File: config.mk
export PLATFORM = sky130hd
export DESIGN_NAME = fruit_dropper
export DESIGN_NICKNAME = d
export VERILOG_FILES = /design/src/rtl/fruit_dropper.sv
export SDC_FILE = /design/constraint.sdc
export NUM_CORES = 1
export LEC_CHECK = 0
export CORE_MARGIN = 3
export CORE_UTILIZATION = 34
export DETAILED_ROUTE_END_ITERATION = 16
export PLACE_DENSITY = 0.72
export SYNTH_ARGS = -nofsm -noshare
export SYNTH_HDL_FRONTEND = slang
export SYNTH_SLANG_ARGS = --single-unit
File: constraint.sdc
create_clock -name clk -period 2.1 [get_ports clk]
set_clock_uncertainty 0.05 [all_clocks]
set_input_delay 0.42 -clock clk [delete_from_list [all_inputs] [get_ports clk]]
set_output_delay 0.42 -clock clk [all_outputs]
set_load 0.005 [all_outputs]
File: src/rtl/fruit_dropper.sv
// Spawns a row of seven falling fruits at LFSR-chosen x positions, steps the row down
// every TICKS_PER_STEP frame ticks, and reports whether it was caught or missed.
module fruit_dropper #(
  parameter logic [6:0]  Y_BOTTOM       = 7'd119,
  parameter int          TICKS_PER_STEP = 4,
  parameter logic [6:0]  LANE_SPACING   = 7'd16,
  parameter logic [15:0] LFSR_SEED      = 16'hACE1
) (
  input  logic       clk,
  input  logic       reset,
  input  logic       enable,
  input  logic       frame_tick,
  input  logic       hit,
  output logic [6:0] fruitx,
  output logic [6:0] fruitx2,
  output logic [6:0] fruitx3,
  output logic [6:0] fruitx4,
  output logic [6:0] fruitx5,
  output logic [6:0] fruitx6,
  output logic [6:0] fruitx7,
  output logic [6:0] fruity,
  output logic [2:0] colour,
  output logic       row_spawned,
  output logic       missed,
  output logic       caught
);

  localparam logic [15:0] SEED      = (LFSR_SEED == 16'h0000) ? 16'h0001 : LFSR_SEED;
  localparam logic [7:0]  TICK_LAST = 8'(TICKS_PER_STEP - 1);
  localparam logic [2:0]  BLACK     = 3'b111;

  typedef enum logic [1:0] {IDLE, SPAWN, FALL, CLEAR} state_t;

  state_t      state_q, state_d;
  logic [15:0] lfsr_q, lfsr_d, lfsr_nx;
  logic [6:0]  x_q [7];
  logic [6:0]  x_d [7];
  logic [6:0]  y_q, y_d;
  logic [2:0]  colour_q, colour_d;
  logic [7:0]  tick_q, tick_d;
  logic        spawned_q, spawned_d;
  logic        missed_q, missed_d;
  logic        caught_q, caught_d;

  assign lfsr_nx = {lfsr_q[14:0], lfsr_q[15] ^ lfsr_q[13] ^ lfsr_q[12] ^ lfsr_q[10]};

  always_comb begin
    state_d   = state_q;
    lfsr_d    = lfsr_q;
    x_d       = x_q;
    y_d       = y_q;
    colour_d  = colour_q;
    tick_d    = tick_q;
    spawned_d = 1'b0;
    missed_d  = 1'b0;
    caught_d  = 1'b0;

    if (!enable) begin
      state_d  = IDLE;
      colour_d = BLACK;
    end else begin
      case (state_q)
        IDLE: begin
          colour_d = BLACK;
          state_d  = SPAWN;
        end
        SPAWN: begin
          lfsr_d = lfsr_nx;
          for (int k = 0; k < 7; k++) begin
            x_d[k] = lfsr_nx[6:0] + LANE_SPACING * 7'(k);
          end
          y_d       = 7'd0;
          // Black means "no row", so a spawned row never takes that colour.
          colour_d  = (lfsr_nx[9:7] == BLACK) ? 3'b000 : lfsr_nx[9:7];
          tick_d    = 8'd0;
          spawned_d = 1'b1;
          state_d   = FALL;
        end
        FALL: begin
          if (hit) begin
            caught_d = 1'b1;
            colour_d = BLACK;
            state_d  = CLEAR;
          end else if (frame_tick) begin
            if (tick_q == TICK_LAST) begin
              tick_d = 8'd0;
              if (y_q == Y_BOTTOM) begin
                missed_d = 1'b1;
                colour_d = BLACK;
                state_d  = SPAWN;
              end else begin
                y_d = y_q + 7'd1;
              end
            end else begin
              tick_d = tick_q + 8'd1;
            end
          end
        end
        CLEAR: begin
          // Wait out one frame so a lingering hit cannot count twice.
          colour_d = BLACK;
          if (frame_tick) state_d = SPAWN;
        end
        default: state_d = IDLE;
      endcase
    end
  end

  always_ff @(posedge clk) begin
    if (reset) begin
      state_q   <= IDLE;
      lfsr_q    <= SEED;
      for (int k = 0; k < 7; k++) x_q[k] <= 7'd0;
      y_q       <= 7'd0;
      colour_q  <= BLACK;
      tick_q    <= 8'd0;
      spawned_q <= 1'b0;
      missed_q  <= 1'b0;
      caught_q  <= 1'b0;
    end else begin
      state_q   <= state_d;
      lfsr_q    <= lfsr_d;
      x_q       <= x_d;
      y_q       <= y_d;
      colour_q  <= colour_d;
      tick_q    <= tick_d;
      spawned_q <= spawned_d;
      missed_q  <= missed_d;
      caught_q  <= caught_d;
    end
  end

  assign fruitx      = x_q[0];
  assign fruitx2     = x_q[1];
  assign fruitx3     = x_q[2];
  assign fruitx4     = x_q[3];
  assign fruitx5     = x_q[4];
  assign fruitx6     = x_q[5];
  assign fruitx7     = x_q[6];
  assign fruity      = y_q;
  assign colour      = colour_q;
  assign row_spawned = spawned_q;
  assign missed      = missed_q;
  assign caught      = caught_q;

endmodule

; ---- Word-level counts from Yosys, hierarchy flattened
; Cells that the tools add are included.
; Widths: inputs -> output; s select.
[classes]
n_bitwise = 7
n_eq_ne = 14
muxes = 24
add_sub_neg = 8
n_reduce_logical = 11
[op_table]
columns = cell, n
row1 = $mux 7, 4
row2 = $mux 8, 3
row3 = $add 7x7->7 const B, 3
row4 = $pmux 8 s2, 1
row5 = $mux 3, 5
row6 = $add 7x6->7 const B, 2
row7 = $pmux 7 s2, 1
row8 = $mux 2, 5
row9 = $ne 2x2->1 const B, 5
row10 = $ne 3x3->1 const B, 3
row11 = $pmux 3 s3, 1
row12 = $add 8x1->8 const B, 1
row13 = $eq 8x2->1 const B, 1
row14 = $pmux 2 s4, 1
row15 = $reduce_and 4->1, 2
row16 = $add 7x1->7 const B, 1
row17 = $add 7x5->7 const B, 1
row18 = $eq 7x7->1 const B, 1
row19 = $reduce_and 6->1, 1
row20 = $reduce_or 6->1, 1
row21 = $eq 2x2->1 const B, 2
row22 = $not 1->1, 4
row23 = $reduce_or 2->1, 2
row24 = $eq 3x3->1 const B, 1
row25 = 8 further kinds, 12
[totals]
register_bits = 88
elab_cells = 79
output_inout_bits = 62
input_bits = 5

; ---- Longest topological paths before layout
[logic_depth]
depth_word = 6
mapped_depth = 7
ltp_nobuf = 6

; ---- Least setup slack after synthesis
; Ideal clock, no wire load.
[synth_path]
kind = flip-flop to flip-flop
startpoint = reg tick_q[0]
endpoint = reg state_q[1]
setup_ns = 0.067
path_stages_with_launch = 6
t_required_ns = 1.983
n_path_buf = 0
arrival_time_ns = 1.902
synth_period_minus_slack_ns = 2.019
slack_ns = 0.081
path_cell_list = dfxtp_1 ha_1 or4b_4 or4_4 a211o_1 a21oi_2
[synth_via]
elab_chain_cells = 3
[synth_rtl]
columns = item, line_no
row1 = start: declaration, 40  ; logic [7:0] tick_q, tick_d;
row2 = start signal: assignment, 126  ; tick_q <= tick_d;
row3 = $eq 8x2->1, 85  ; if (tick_q == TICK_LAST) begin
row4 = $ne 3x3->1 (no source line), --
row5 = $reduce_and 4->1 (no source line), --
row6 = end signal: assignment, 121  ; state_q <= state_d;
row7 = end: declaration, 34  ; state_t state_q, state_d;
; Every way passes these cells.
; A chain may end at the register's enable or synchronous reset.

; ---- Worst setup path after layout
[layout_path]
startpoint = reg tick_q[1]
endpoint = reg state_q[1]
; The elaborated chain is that of the path after synthesis.

==> reports/results.ini <==
[run_status]
outcome = completed

[synth]
synth_top_family_by_area = simple AND/OR/NAND/NOR gates
synth-adder-area-share = 0.0379
yosysMostFrequentCell = dfxtp_1
yosysUniqueCellTypes = 45
synth_top_area_share = 0.394
synth-simple-area-share = 0.218
synth_area_leaders = dfxtp_1 39%, buf_4 10%, nand2_1 6.5%
ys_seq_elements = 52
synth_edf_count = 0
synth_mux_area_frac = 0.0152
synth_xor_area_frac = 0.0398
yosysTopAreaCell = dfxtp_1
async_flop_share = 0
netlist_area_mm2 = 0.00264
yosysWarningCount = 0
syn_nets = 333
seq_area_frac_synth = 0.394
synth_cells = 320
ys_top_cells_by_count = 52 x dfxtp_1, 46 x nand2_1, 36 x buf_4, 30 x nor2_1, 24 x a21oi_1
synth_compound_area_frac = 0.156
synthFlopType = dfxtp_1
syn_avg_cell_area_um2 = 8.25

[final_layout]
syn2layout_area_growth_pct = 28.1
multiInputGateArea_mm2 = 0.00125
stdcell_area_mm2 = 0.00338
final-seq-area_mm2 = 0.00104
diodes = 0
post-route-util = 0.457
fill_cells = 719
final_nets = 376
drive_gt1_frac = 0.113

[routing]
drt_iter0_markers = 89
wl_mm = 5.66
final_antenna_net_count = 0
wl_per_cell_um = 12.2
drc = 0
drt_first_pass_iters = 4
routed_via_density = 4.84
vias = 2241

[timing]
fin_crit_ps = 1970
slew_headroom = 0.663
setup_viol = 0
grt_setup_unrepaired = false
hold_violations = 0
whs_ps = 403
period_share = 0.940
slew_viol_final = 0
tightest_slew_ps = 493
fmax_mhz = 506
fin_ws_ps = 125

[floorplan]
die_y_um = 94.1
core_area_mm2 = 0.00741
io-pin-count = 67
dieArea_mm2 = 0.00886
start_util = 0.356
std_cell_rows = 31
fp.dieW_um = 94.1

[worst_hold_path]
holdPathStages = 2
hp-class = flip-flop to flip-flop

[clocking]
htree_levels = 2
cts_tree = done
clk_latency_ps = 310
cts_setup_buffers = 0
clockBufferDepth = 2
ctsRootBufferMaster = clkbuf_8
numCtsBuffers = 5
clk_pin_slew_ps = 100
cts_sinks = 52
holdBufCountCts = 0

[power_and_ir_drop]
finalPower_mw = 1.82
p_per_area_mw_per_mm2 = 539
power.share.combinational = 0.101
netSwitchingPower_mw = 0.468
ir_drop_v = 0.000296
power.share.clock = 0.333
p_int_mw = 1.35
p_sw_frac = 0.257
leakage_nw = 1.18
p_seq_frac = 0.566

[job]
cap_violations = 0

[global_route]
grt_pass1_vias = 2000
antenna_found_initial = 0
grt_pass1_wl_mm = 9.29
grt_max_degree = 30
grtUsageTotal = 0.128
grt_overflow = 0

[worst_setup_path]
cp-start-kind = flip-flop
path_class = flip-flop to flip-flop
cp-end-kind = flip-flop
rr_worst_depth = 5
worstPathMaxFanout = 4
cp.required_ps = 2310
worstPathArrival_ps = 2180
r2r_setup_slack_ps = 130

[place]
io_buffer_count = 66
gp_congestion = 0.831
place_ws_ps = -125
dpl_cell_area_mm2 = 0.00327
dpl.hpwl_mm = 4.17

## cells by family (layout without fill, tap and decap cells)
logic type | count (synthesis) | in the layout
AO/OA/AOI/OAI | 62 | 62
AND/OR/NAND/NOR | 120 | 120
flip-flops | 52 | 52
XOR/XNOR | 12 | 12
multiplexers | 4 | 4
adder cells (fa/ha/maj) | 8 | 8
buffers and inverters | 62 | 106
## power by group through the flow
stage / Sequential, mW / Combinational, mW / Clock (mW)
3_3_place_gp: 1.05 / 0.182 / 0
6_report: 1.03 / 0.184 / 0.607
5_1_grt: 1.04 / 0.206 / 0.662
2_1_floorplan: 1.05 / 0.108 / 0
3_5_place_dp: 1.05 / 0.184 / 0
4_1_cts: 1.03 / 0.185 / 0.632
## stage by stage
stage | instances | TNS (ps)
5_1_grt | 463 | 0
3_3_place_gp | 455 | 0
6_report | 463 | 0
4_1_cts | 463 | 0
2_1_floorplan | 320 | 0
3_5_place_dp | 455 | -134
## state kept, by name (all words and copies together), names as in the netlist, 2 cells and up
name,cells
fruitx,3
fruity,7
colour,3
lfsr_q,16
fruitx3,2
tick_q,8
fruitx4,2
fruitx2,3
state_q,2
## worst max-delay path, cell delays in order, from the launching register on
cell and delay (ps):
dfxtp_2 350, ha_2 180, or4b_4 470, or4_4 460, a211o_1 290, a21oi_2 120
## worst paths after layout
kind,startpoint,endpoint
setup / recovery,tick_q[1],state_q[1]
hold / removal,lfsr_q[0],lfsr_q[1]
setup reg to reg,tick_q[1],state_q[1]
hold reg to reg,lfsr_q[0],lfsr_q[1]
## routing by layer
| metal | global-route usage | up-vias | wire length (um) |
|---|---|---|---|
| li1 | - | 1148 | - |
| met3 | 0.0200 | 6 | 258 |
| met4 | 0.0493 | 0 | 72 |
| met2 | 0.211 | 67 | 2590 |
| met5 | 0 | - | 0 |
| met1 | 0.167 | 1020 | 2740 |
## what timing repair did
item / 4_1_cts / 5_1_grt
gates resized for setup: 1 / 6
setup endpoints to repair: 1 / 6
pin swaps: 0 / 1
## final cells by class
class,count,share of cell area
repair buffers,87,0.246
clock inverters,3,0.00740
flip-flops and latches,52,0.308
well taps,99,0.0366
clock buffers,5,0.0203
multi-input cells,206,0.370
inverters,11,0.0122
## cells in the final DEF, fill, tap and decap left out, types with 2 or more instances in the layout
master           instances
or2_2                    2
a21boi_0                 2
a31oi_1                  3
nor2_1                  30
and2_1                   2
a41oi_1                  4
dfxtp_1                 51
nor3_1                   7
buf_4                   20
a21o_1                   2
inv_1                   11
ha_1                     6
o31ai_1                  3
nand2b_1                 5
a2111oi_1                2
clkbuf_8                 5
a311oi_1                 3
xor2_1                   3
mux2i_1                  4
clkdlybuf4s50_1         66
ha_2                     2
nand4_1                  2
a211o_1                  2
o21ai_0                  5
a21oi_1                 24
inv_6                    2
nand3_1                  6
a2111oi_0                2
nand3b_1                 6
xnor2_1                  9
or3_1                    3
a211oi_1                 4
or4_1                    2
nand2_1                 46
Note: power is estimated with default switching activity, not from simulation.
